[src/rtl/pipeline_ctrl_pkg.sv]
// Shared types and constants for the pipeline stall/flush control slice.
package pipeline_ctrl_pkg;
  typedef enum logic {RUN = 1'b0, MEM_WAIT = 1'b1} ctrl_state_t;
  localparam logic [4:0] REG_X0 = 5'd0;
endpackage

[src/rtl/mem_wait_timer.sv]
// Counts consecutive memory-wait cycles; saturates at MAX_WAIT and reports expiry.
module mem_wait_timer #(
  parameter int MAX_WAIT = 15
) (
  input  logic clk,
  input  logic reset_n,
  input  logic start,
  input  logic clear,
  output logic expired
);
  localparam int W = $clog2(MAX_WAIT + 1);

  logic [W-1:0] cnt;

  // Counts on its own while a wait is open; the controller clears it on release.
  always_ff @(posedge clk) begin
    if (!reset_n || clear)                        cnt <= '0;
    else if (start)                               cnt <= W'(1);
    else if (cnt != '0 && cnt != W'(MAX_WAIT))    cnt <= cnt + 1'b1;
  end

  assign expired = (cnt == W'(MAX_WAIT));
endmodule

[src/rtl/stall_flush_controller.sv]
// Stall/flush sequencer for the 5-stage core: load-use, control flush, memory wait.
// Define HAZARD_STATS_EN to add saturating hazard statistics counters.
module stall_flush_controller
  import pipeline_ctrl_pkg::*;
#(
  parameter int MAX_WAIT = 15,
  parameter int CNT_W    = 16
) (
  input  logic       clk,
  input  logic       reset_n,
  input  logic [4:0] RS1D,
  input  logic [4:0] RS2D,
  input  logic [4:0] RDE,
  input  logic       ResultSrcE0,
  input  logic       PCSrcE,
  input  logic       MemReqM,
  input  logic       MemReadyM,
  output logic       StallF,
  output logic       StallD,
  output logic       StallE,
  output logic       StallM,
  output logic       FlushD,
  output logic       FlushE,
  output logic       FlushW,
  output logic       MemErr
`ifdef HAZARD_STATS_EN
  ,
  output logic [CNT_W-1:0] LoadStallCnt,
  output logic [CNT_W-1:0] MemStallCnt,
  output logic [CNT_W-1:0] FlushCnt
`endif
);
  ctrl_state_t state, state_n;
  logic        start, clear, expired;
  logic        mem_stall, mem_err, load_use;

  mem_wait_timer #(.MAX_WAIT(MAX_WAIT)) u_timer (
    .clk     (clk),
    .reset_n (reset_n),
    .start   (start),
    .clear   (clear),
    .expired (expired)
  );

  assign load_use = ResultSrcE0 && (RDE != REG_X0) && ((RDE == RS1D) || (RDE == RS2D));

  always_ff @(posedge clk) begin
    if (!reset_n) state <= RUN;
    else          state <= state_n;
  end

  always_comb begin
    state_n   = state;
    start     = 1'b0;
    clear     = 1'b0;
    mem_stall = 1'b0;
    mem_err   = 1'b0;
    case (state)
      RUN: if (MemReqM && !MemReadyM) begin
        mem_stall = 1'b1;
        start     = 1'b1;
        state_n   = MEM_WAIT;
      end
      MEM_WAIT: begin
        if (MemReadyM) begin
          clear   = 1'b1;
          state_n = RUN;
        end else if (!expired) begin
          mem_stall = 1'b1;
        end else begin
          // Timeout: release the Memory instruction and flag it
          mem_err = 1'b1;
          clear   = 1'b1;
          state_n = RUN;
        end
      end
      default: state_n = RUN;
    endcase
  end

  always_comb begin
    StallF = 1'b0; StallD = 1'b0; StallE = 1'b0; StallM = 1'b0;
    FlushD = 1'b0; FlushE = 1'b0; FlushW = 1'b0; MemErr = 1'b0;
    if (reset_n) begin
      if (mem_stall) begin
        {StallF, StallD, StallE, StallM, FlushW} = '1;
      end else begin
        // Held hazards surface here on the release cycle
        MemErr = mem_err;
        if (PCSrcE) begin
          FlushD = 1'b1;
          FlushE = 1'b1;
        end else if (load_use) begin
          StallF = 1'b1;
          StallD = 1'b1;
          FlushE = 1'b1;
        end
      end
    end
  end

`ifdef HAZARD_STATS_EN
  // Counters follow the applied outputs, so suppressed responses are not counted.
  always_ff @(posedge clk) begin
    if (!reset_n) begin
      LoadStallCnt <= '0;
      MemStallCnt  <= '0;
      FlushCnt     <= '0;
    end else begin
      if (StallD && !StallM && LoadStallCnt != '1) LoadStallCnt <= LoadStallCnt + 1'b1;
      if (StallM && MemStallCnt != '1)             MemStallCnt  <= MemStallCnt + 1'b1;
      if (FlushD && FlushCnt != '1)                FlushCnt     <= FlushCnt + 1'b1;
    end
  end
`endif
endmodule

[config.mk]
export PLATFORM = sky130hd
export DESIGN_NAME = stall_flush_controller
export DESIGN_NICKNAME = d
export VERILOG_FILES = /design/src/rtl/pipeline_ctrl_pkg.sv /design/src/rtl/mem_wait_timer.sv /design/src/rtl/stall_flush_controller.sv
export SDC_FILE = /design/constraint.sdc
export NUM_CORES = 1
export LEC_CHECK = 0
export ABC_AREA = 1
export BUFFER_PORTS_ARGS = -buffer_cell sky130_fd_sc_hd__buf_4
export CAP_MARGIN = 30
export CORE_MARGIN = 2
export CORE_UTILIZATION = 26
export DETAILED_ROUTE_END_ITERATION = 6
export GPL_TIMING_DRIVEN = 0
export PLACE_DENSITY = 0.54
export REMOVE_ABC_BUFFERS = 1
export SLEW_MARGIN = 20
export SYNTH_ARGS = -nofsm -noshare
export SYNTH_HDL_FRONTEND = slang
export SYNTH_SLANG_ARGS = --single-unit
[constraint.sdc]
create_clock -name clk -period 3.35 [get_ports clk]
set_input_delay 0.5025 -clock clk [delete_from_list [all_inputs] [get_ports clk]]
set_output_delay 0.5025 -clock clk [all_outputs]
set_load 0.005 [all_outputs]
# After elaboration in Yosys (flattened, before gate mapping)
# Cells that the tools add are included.
dict set report op_classes {
  n_mul 0
  eq_ne 4
  addsub 1
  n_div 0
  shift 0
  mux 26
  magnitude_cmp 0
  reduce_logical 12
  bitwise_logic 1
}
# operator count
set ops {}
lappend ops {{1-bit two-way mux} 25}
lappend ops {{5-bit equality test} 2}
lappend ops {{5-bit nonzero test} 1}
lappend ops {{4-bit by 1-bit adder with 4-bit output, second input constant} 1}
lappend ops {{4-bit equality test, second input constant} 1}
lappend ops {{1-bit logical AND} 4}
lappend ops {{4-bit != test, second input constant} 1}
lappend ops {{4-bit nonzero test} 1}
lappend ops {{1-bit zero test} 2}
lappend ops {{1-bit logical OR} 2}
lappend ops {{1-bit case mux with 2 select lines} 1}
lappend ops {{2-bit nonzero test} 1}
lappend ops {{2-bit OR reduction} 1}
lappend ops {{1-bit inverter} 1}
dict set report totals {
  latch_bits 0
  ff_bits 5
  ram_bits 0
  rom_bits 0
  n_memories 0
  output_inout_bits 8
}

# Depth between registers and ports, before layout
# Gate-level depths: netlist of the first run.
dict set report logic_depth {
  depth_word 7
  mapped_depth 9
  mapped_depth_nobuf 8
}

# Hierarchy
# From an unflattened synthesis of the first run, not the netlist that was laid out.
dict set report unflattened {
  cells_unflattened 109
  area_unflattened_um2 576.8
}
# mod cells_per_inst instances area_each_um2
set modules_own_cells {}
lappend modules_own_cells {stall_flush_controller 72 1 327.8}
lappend modules_own_cells {mem_wait_timer 37 1 249.0}

# Least setup slack after synthesis of the first run
# No wires, ideal clock.
dict set report synth_path {
  kind {input to output}
  startpoint {in MemReadyM}
  endpoint {out StallF}
  n_path_buf 1
  slack_ns 1.535
  t_required_ns 2.847
  cell_stages 7
  arrival_ns 1.313
  cell_sequence {inv_2 > nand2_1 > nor2_1 > a31oi_4 > nor2_2 > o21bai_1 > buf_4}
}
dict set report synth_via {
  elab_chain_len 6
  elab_cells_between_ends 7
  cone_classes {mux (5); reduce/logical (2)}
}
# element line_no
set synth_rtl {}
lappend synth_rtl {{start: declaration} stall_flush_controller.sv:17} ;# input logic MemReadyM,
lappend synth_rtl {{1-bit zero test} stall_flush_controller.sv:59} ;# RUN: if (MemReqM && !MemReadyM) begin
lappend synth_rtl {{1-bit logical AND} stall_flush_controller.sv:59}
lappend synth_rtl {{1-bit two-way mux} stall_flush_controller.sv:59}
lappend synth_rtl {{1-bit case mux with 2 select lines *} stall_flush_controller.sv:58} ;# case (state)
lappend synth_rtl {{1-bit two-way mux * (2 in a row)} -}
lappend synth_rtl {{end: declaration} stall_flush_controller.sv:18} ;# output logic StallF,
# Mark *: on every way between the ends. The rest lies on a longest branch, timed or not.

# Worst setup path in the final report of the first run
dict set report layout_path {
  startpoint {reg u_timer.cnt[0]}
  endpoint {out StallD}
}
dict set report layout_via {
  elab_chain_len 6
}
# element line_no
set layout_rtl {}
lappend layout_rtl {{start: declaration} mem_wait_timer.sv:13} ;# logic [W-1:0] cnt;
lappend layout_rtl {{start signal: assignment} mem_wait_timer.sv:19} ;# else if (cnt != '0 && cnt != W'(MAX_WAIT)) cnt <= cnt + 1'b1;
lappend layout_rtl {{4-bit equality test} mem_wait_timer.sv:22} ;# assign expired = (cnt == W'(MAX_WAIT));
lappend layout_rtl {{1-bit two-way mux} stall_flush_controller.sv:68} ;# end else if (!expired) begin
lappend layout_rtl {{1-bit two-way mux} stall_flush_controller.sv:65} ;# if (MemReadyM) begin
lappend layout_rtl {{1-bit case mux with 2 select lines} stall_flush_controller.sv:58}
lappend layout_rtl {{1-bit two-way mux} stall_flush_controller.sv:85} ;# if (mem_stall) begin
lappend layout_rtl {{1-bit two-way mux} stall_flush_controller.sv:84} ;# if (reset_n) begin
lappend layout_rtl {{end: declaration} stall_flush_controller.sv:19} ;# output logic StallD,
# No other way between the ends.

==> run summary, run 1 <==
status = completed
MaxCap Viol Count = 0
flops & latches, synth = 5
drt wl/cell = 8.05 um
leakage = 0.456 nW
top_reg_cell synth = dfxtp_1
vias in the first global route = 626
row cnt = 16
Worst path top cell family by delay = flip-flops
Final min period = 2100 ps
RSZ-0062 raised after global routing = false
crit path DAT = 1590 ps
Worst-Skew Late Latency = 240 ps
Clock Tree Buf Depth = 2
Logic pwr share = 37.9%
core area = 2000 um2
largest net degree at the start of global routing = 7
vias per cell = 4.12
Starting Density = 27.9%
clock skew = 1.82 ps
ant diodes = 0
yosys warns = 0
leading area contributor after synthesis = nand2_1
maximum fanout along the worst path = 6
Post-synth top cells = 35 x nand2_1, 14 x inv_1, 11 x nor2_1
WS Path Type = flip-flop to primary output
area of the mapped netlist = 559 um2
cell-internal power = 154 uW
slew margin rel. = 84.0%
Psw = 73.0 uW
CP Buf/Inv Count = 1
Slew @ Worst Pin = 239 ps
layout cells sized above 1 = 31.7%
Yosys top cell area share = 23.5%
Mean Syn Cell Area = 5.77 um2
HPWL after DPL = 1110 um
CTS root buf = clkbuf_4
Net Sw Frac = 32.2%
Cell Count, Final, Fillers Out = 153
Reg power frac = 31.9%
Die H = 50.4 um
CTS Buf Count = 3
count of final setup violators = 0
Pwr Density = 281 nW/um2
Reg clk slew, reported paths = 40 ps
length of the first detailed-routing pass in iterations = 3
final period utilization = 62.6%
hold buffers post-CTS = 0
global route overflow = 0
post-cts sizing count = 0
ANT nets after route = 0
Final nets = 150
Total GRT Usage = 11.3%
Req. time, crit path = 2850 ps
IO Port Bufs = 28
placed cell count = 149
Die Width = 50.4 um
CP Launch Type = flip-flop
initial drt markers = 9
Via Count = 630
CP peak stage delay = 390 ps
clock share of power = 30.2%
Slowest cell on crit path = dfxtp_1
Netlist cell types = 20
crit end category = primary output
most frequent cell after synthesis = nand2_1
CTS tree = done
clk sinks = 5
crit-path cells = ha_1 -> nand3_4 -> a31oi_4 -> nor2_2 -> o21bai_1 -> buf_4
largest cells by area after synthesis = nand2_1 23%, dfxtp_1 18%, inv_1 9.4%
pre-CTS setup slack = 1360 ps
initial antenna violation count = 0
Max Slew Vio Count = 0
WL final = 1230 um
final-report hold violation count = 0
Post-CTS Setup Inserts = 0
Synth Instances = 97
maximum vdd drop = 0.000183 V
post-synthesis sequential area ratio = 17.9%
max frequency = 0.477 GHz
Boundary Pins = 29
H-tree levels = 1
die area = 2540 um2
EDFF count, synth = 0
worst min path class = flip-flop to flip-flop
TNS Setup = 0 ps
area grow syn2layout = 44.3%
Post-synth ARST share = 0%
residual DRC count = 0
final worst slack = 1250 ps
first-pass GRT wire length = 2270 um
RePlAce Congestion = 0.670
## cell type report
| type | instances | area (um2) |
|---|---|---|
| tap | 27 | 33.8 |
| timing repair buffer | 28 | 210 |
| inverter | 20 | 75.1 |
| multi-input combinational | 69 | 362 |
| clock buffer | 4 | 26.3 |
| fill | 239 | 1190 |
| sequential | 5 | 100 |
## cells in the final DEF, fill, tap and decap left out
cell | netlist | final
nand2_1 | 35 | 35
buf_4 | 3 | 28
inv_1 | 14 | 14
nor2_1 | 11 | 11
inv_2 | 5 | 5
dfxtp_1 | 5 | 5
nand3_1 | 4 | 4
a21oi_1 | 4 | 4
xnor2_1 | 3 | 3
clkbuf_4 | 0 | 3
xor2_1 | 2 | 2
ha_1 | 2 | 2
nand3_4 | 1 | 1
a31oi_4 | 1 | 1
nor2_2 | 1 | 1
clkinv_1 | 1 | 1
nand4_1 | 1 | 1
o21ai_0 | 1 | 1
a21oi_2 | 1 | 1
o21bai_1 | 1 | 1
a21boi_1 | 1 | 1
clkbuf_1 | 0 | 1
## per-layer routing
layer | up-vias | track usage (%) | wire length [um]
met4 | 0 | 5.41 | 9
met3 | 2 | 0.893 | 47
met5 | - | 0 | 0
li1 | 348 | - | -
met2 | 14 | 20.0 | 623
met1 | 266 | 13.7 | 551
## logic make-up (layout without fill, tap and decap cells)
group	count (synthesis)	in the layout	share of synthesized area, %
adder cells (fa/ha/maj)	2	2	4.47
AND/OR/NAND/NOR	53	53	39.8
buffers and inverters	23	52	17.4
AO/OA/AOI/OAI	9	9	12.5
flip-flops	5	5	17.9
XOR/XNOR	5	5	7.83
## state kept, by name (all words and copies together) (netlist names)
name	cells
state	1
u_timer.cnt	4
## path summary, 6_finish.rpt
path | start | end | slack, ps | depth (start not counted)
min | u_timer.cnt[1] | u_timer.cnt[1] | 510 | 2
max | u_timer.cnt[0] | StallD | 1250 | 6
min reg2reg | u_timer.cnt[1] | u_timer.cnt[1] | 510 | 2
max reg2reg | u_timer.cnt[0] | u_timer.cnt[2] | 2080 | 6
## worst register-to-register path: stages (launching register included)
cell and delay [ps]:
dfxtp_1 340, ha_1 260, nand3_4 140, nand2_1 70, a21oi_1 150, nand2_1 110, a21oi_1 130
## power groups by stage
| stage | Sequential [mW] | Clock (mW) | Combinational, mW |
|---|---|---|---|
| final | 0.0723 | 0.0685 | 0.0858 |
| after global placement | 0.0732 | 0 | 0.0854 |
| after global routing | 0.0726 | 0.0781 | 0.100 |
| after floorplan | 0.0716 | 0 | 0.0500 |
| after detailed placement | 0.0732 | 0 | 0.0870 |
| after CTS | 0.0722 | 0.0709 | 0.0875 |
## stage by stage
step / hold WS [ps] / power (mW) / util, % / cell area, um2
2_1_floorplan: 469 / 0.122 / - / 537
3_3_place_gp: 491 / 0.159 / 39.0 / 781
3_5_place_dp: 508 / 0.160 / 39.0 / 781
4_1_cts: 517 / 0.231 / 40.3 / 807
5_1_grt: 557 / 0.251 / 40.3 / 807
6_report: 511 / 0.227 / 40.3 / 807
(Power assumes the default switching activity.)
==> run 2, diff against run 1 <==
==> constraint.sdc (replaced) <==
create_clock -name clk -period 1.95 [get_ports clk]
set_input_delay 0.2925 -clock clk [delete_from_list [all_inputs] [get_ports clk]]
set_output_delay 0.2925 -clock clk [all_outputs]
set_load 0.005 [all_outputs]
==> run 2 against run 1 <==
Sequential cell count unchanged. Die area did not move. Largest power group unchanged. Non-clock buffer count is the same. Highest routed layer unchanged. Sequential power rose by 74%.
==> run summary, run 2 (synthesis results as in run 1) <==
worst min path class = primary input to flip-flop (was flip-flop to flip-flop)
Reg power frac = 32.2% (was 31.9%)
Boundary Pins = 29 (unchanged)
Slew @ Worst Pin = 239 ps (unchanged)
clock share of power = 30.1% (was 30.2%)
Reg clk slew, reported paths = 40 ps (about the same)
drt wl/cell = 8.07 um (was 8.05 um)
row cnt = 16 (unchanged)
Starting Density = 27.9% (unchanged)
largest net degree at the start of global routing = 7 (unchanged)
Final min period = 1840 ps
status = completed (unchanged)
commonest non-fill, non-tap cell in the layout = nand2_1 (unchanged)
# fillers = 238 (was 239)
MaxCap Viol Count = 0 (unchanged)
residual DRC count = 0 (unchanged)
H-tree levels = 1 (unchanged)
vias in the first global route = 626 (unchanged)
post-cts sizing count = 0 (unchanged)
Psw = 126 uW (was 73.0 uW)
CTS tree = done (unchanged)
maximum fanout along the worst path = 6 (unchanged)
pre-CTS setup slack = 320 ps (was 1360 ps)
CTS Buf Count = 3 (unchanged)
initial antenna violation count = 0 (unchanged)
Die Width = 50.4 um (unchanged)
final worst slack = 110 ps (was 1250 ps)
crit end category = primary output (unchanged)
Logic pwr share = 37.8% (was 37.9%)
RePlAce Congestion = 0.670 (unchanged)
maximum vdd drop = 0.000324 V (was 0.000183 V)
crit path DAT = 1550 ps (was 1590 ps)
clk sinks = 5 (unchanged)
Final nets = 150 (unchanged)
Clock Tree Buf Depth = 2 (unchanged)
CTS root buf = clkbuf_4 (unchanged)
TNS Setup = 0 ps (unchanged)
global route overflow = 0 (unchanged)
most frequent cells in the layout = 35 x nand2_1, 28 x buf_4, 14 x inv_1, 11 x nor2_1, 5 x inv_2 (was 35 x nand2_1, 28 x buf_4, 14 x inv_1, 11 x nor2_1)
max reg flops = 4 (unchanged)
count of final setup violators = 0 (unchanged)
die area = 2540 um2 (unchanged)
placed cell area = 781 um2 (unchanged)
multi-input gate area in the final layout = 364 um2 (was 362 um2)
ANT nets after route = 0 (unchanged)
HPWL after DPL = 1110 um (unchanged)
slew margin rel. = 84.0% (unchanged)
final instance area = 811 um2 (was 807 um2)
RSZ-0062 raised after global routing = false (unchanged)
largest registers = u_timer.cnt (4), state (1) (unchanged)
core area = 2000 um2 (unchanged)
WL final = 1230 um (about the same)
Worst-Skew Late Latency = 240 ps (about the same)
layout cells sized above 1 = 33.3% (was 31.7%)
area grow syn2layout = 45.0% (was 44.3%)
final period utilization = 94.4%
Pwr Density = 482 nW/um2 (was 281 nW/um2)
ant diodes = 0 (unchanged)
initial drt markers = 8 (was 9)
CP Launch Type = flip-flop (unchanged)
IO Port Bufs = 28 (unchanged)
WS Path Type = flip-flop to primary output (unchanged)
Biggest register = u_timer.cnt (unchanged)
clock skew = 1.82 ps (about the same)
length of the first detailed-routing pass in iterations = 3 (unchanged)
first-pass GRT wire length = 2270 um (unchanged)
Req. time, crit path = 1660 ps (was 2850 ps)
Total GRT Usage = 11.3% (unchanged)
leakage = 0.454 nW (was 0.456 nW)
vias per cell = 4.12 (unchanged)
Net Sw Frac = 32.1% (was 32.2%)
hold buffers post-CTS = 0 (unchanged)
Post-CTS Setup Inserts = 0 (unchanged)
Via Count = 630 (unchanged)
final-report hold violation count = 0 (unchanged)
storage element area = 101 um2 (was 100 um2)
Max Slew Vio Count = 0 (unchanged)
max frequency = 0.543 GHz
cell-internal power = 265 uW (was 154 uW)
Die H = 50.4 um (unchanged)
-- run 2: critical path, stage by stage (launching register included) --
cell	delay [ps]
dfxtp_1	370
ha_2	230
nand3_4	120
a31oi_4	190
nor2_2	80
o21bai_1	170
buf_4	140
-- run 2: worst paths after layout --
kind / startpoint / cells past startpoint / end / slack (ps)
max: u_timer.cnt[1] / 6 / StallD / 110
min: reset_n / 3 / state / 340
max reg2reg: u_timer.cnt[1] / 5 / u_timer.cnt[0] / 740
min reg2reg: u_timer.cnt[1] / 2 / u_timer.cnt[1] / 510
-- run 2: power groups by stage --
stage          logic, mW  clock network, mW  registers (mW)
2_1_floorplan     0.0860                  0           0.123
3_3_place_gp       0.147                  0           0.126
3_5_place_dp       0.149                  0           0.126
4_1_cts            0.150              0.122           0.124
5_1_grt            0.172              0.134           0.126
6_report           0.148              0.118           0.126
-- run 2: final cells by class --
type,count,area share [%]
inverters,20,9.26
multi-input cells,69,44.9
repair buffers,28,25.9
well taps,27,4.17
clock buffers,4,3.24
flip-flops and latches,5,12.5
-- run 2: layer usage --
metal	vias up	part of all wire, %	global-route usage [%]
li1	347	-	-
met1	267	45	13.7
met2	14	51	20.0
met3	2	3.8	0.893
met4	0	0.73	5.41
met5	-	0	0
-- run 2: metrics by stage --
| stage | hold WS (ps) | total power [mW] | utilization, % | instances |
|---|---|---|---|---|
| after CTS | 338 | 0.396 | 40.3 | 153 |
| after floorplan | 453 | 0.209 | - | 94 |
| after global routing | 349 | 0.433 | 40.5 | 153 |
| final | 336 | 0.391 | 40.5 | 153 |
| after global placement | 491 | 0.272 | 39.0 | 149 |
| after detailed placement | 508 | 0.275 | 39.0 | 149 |
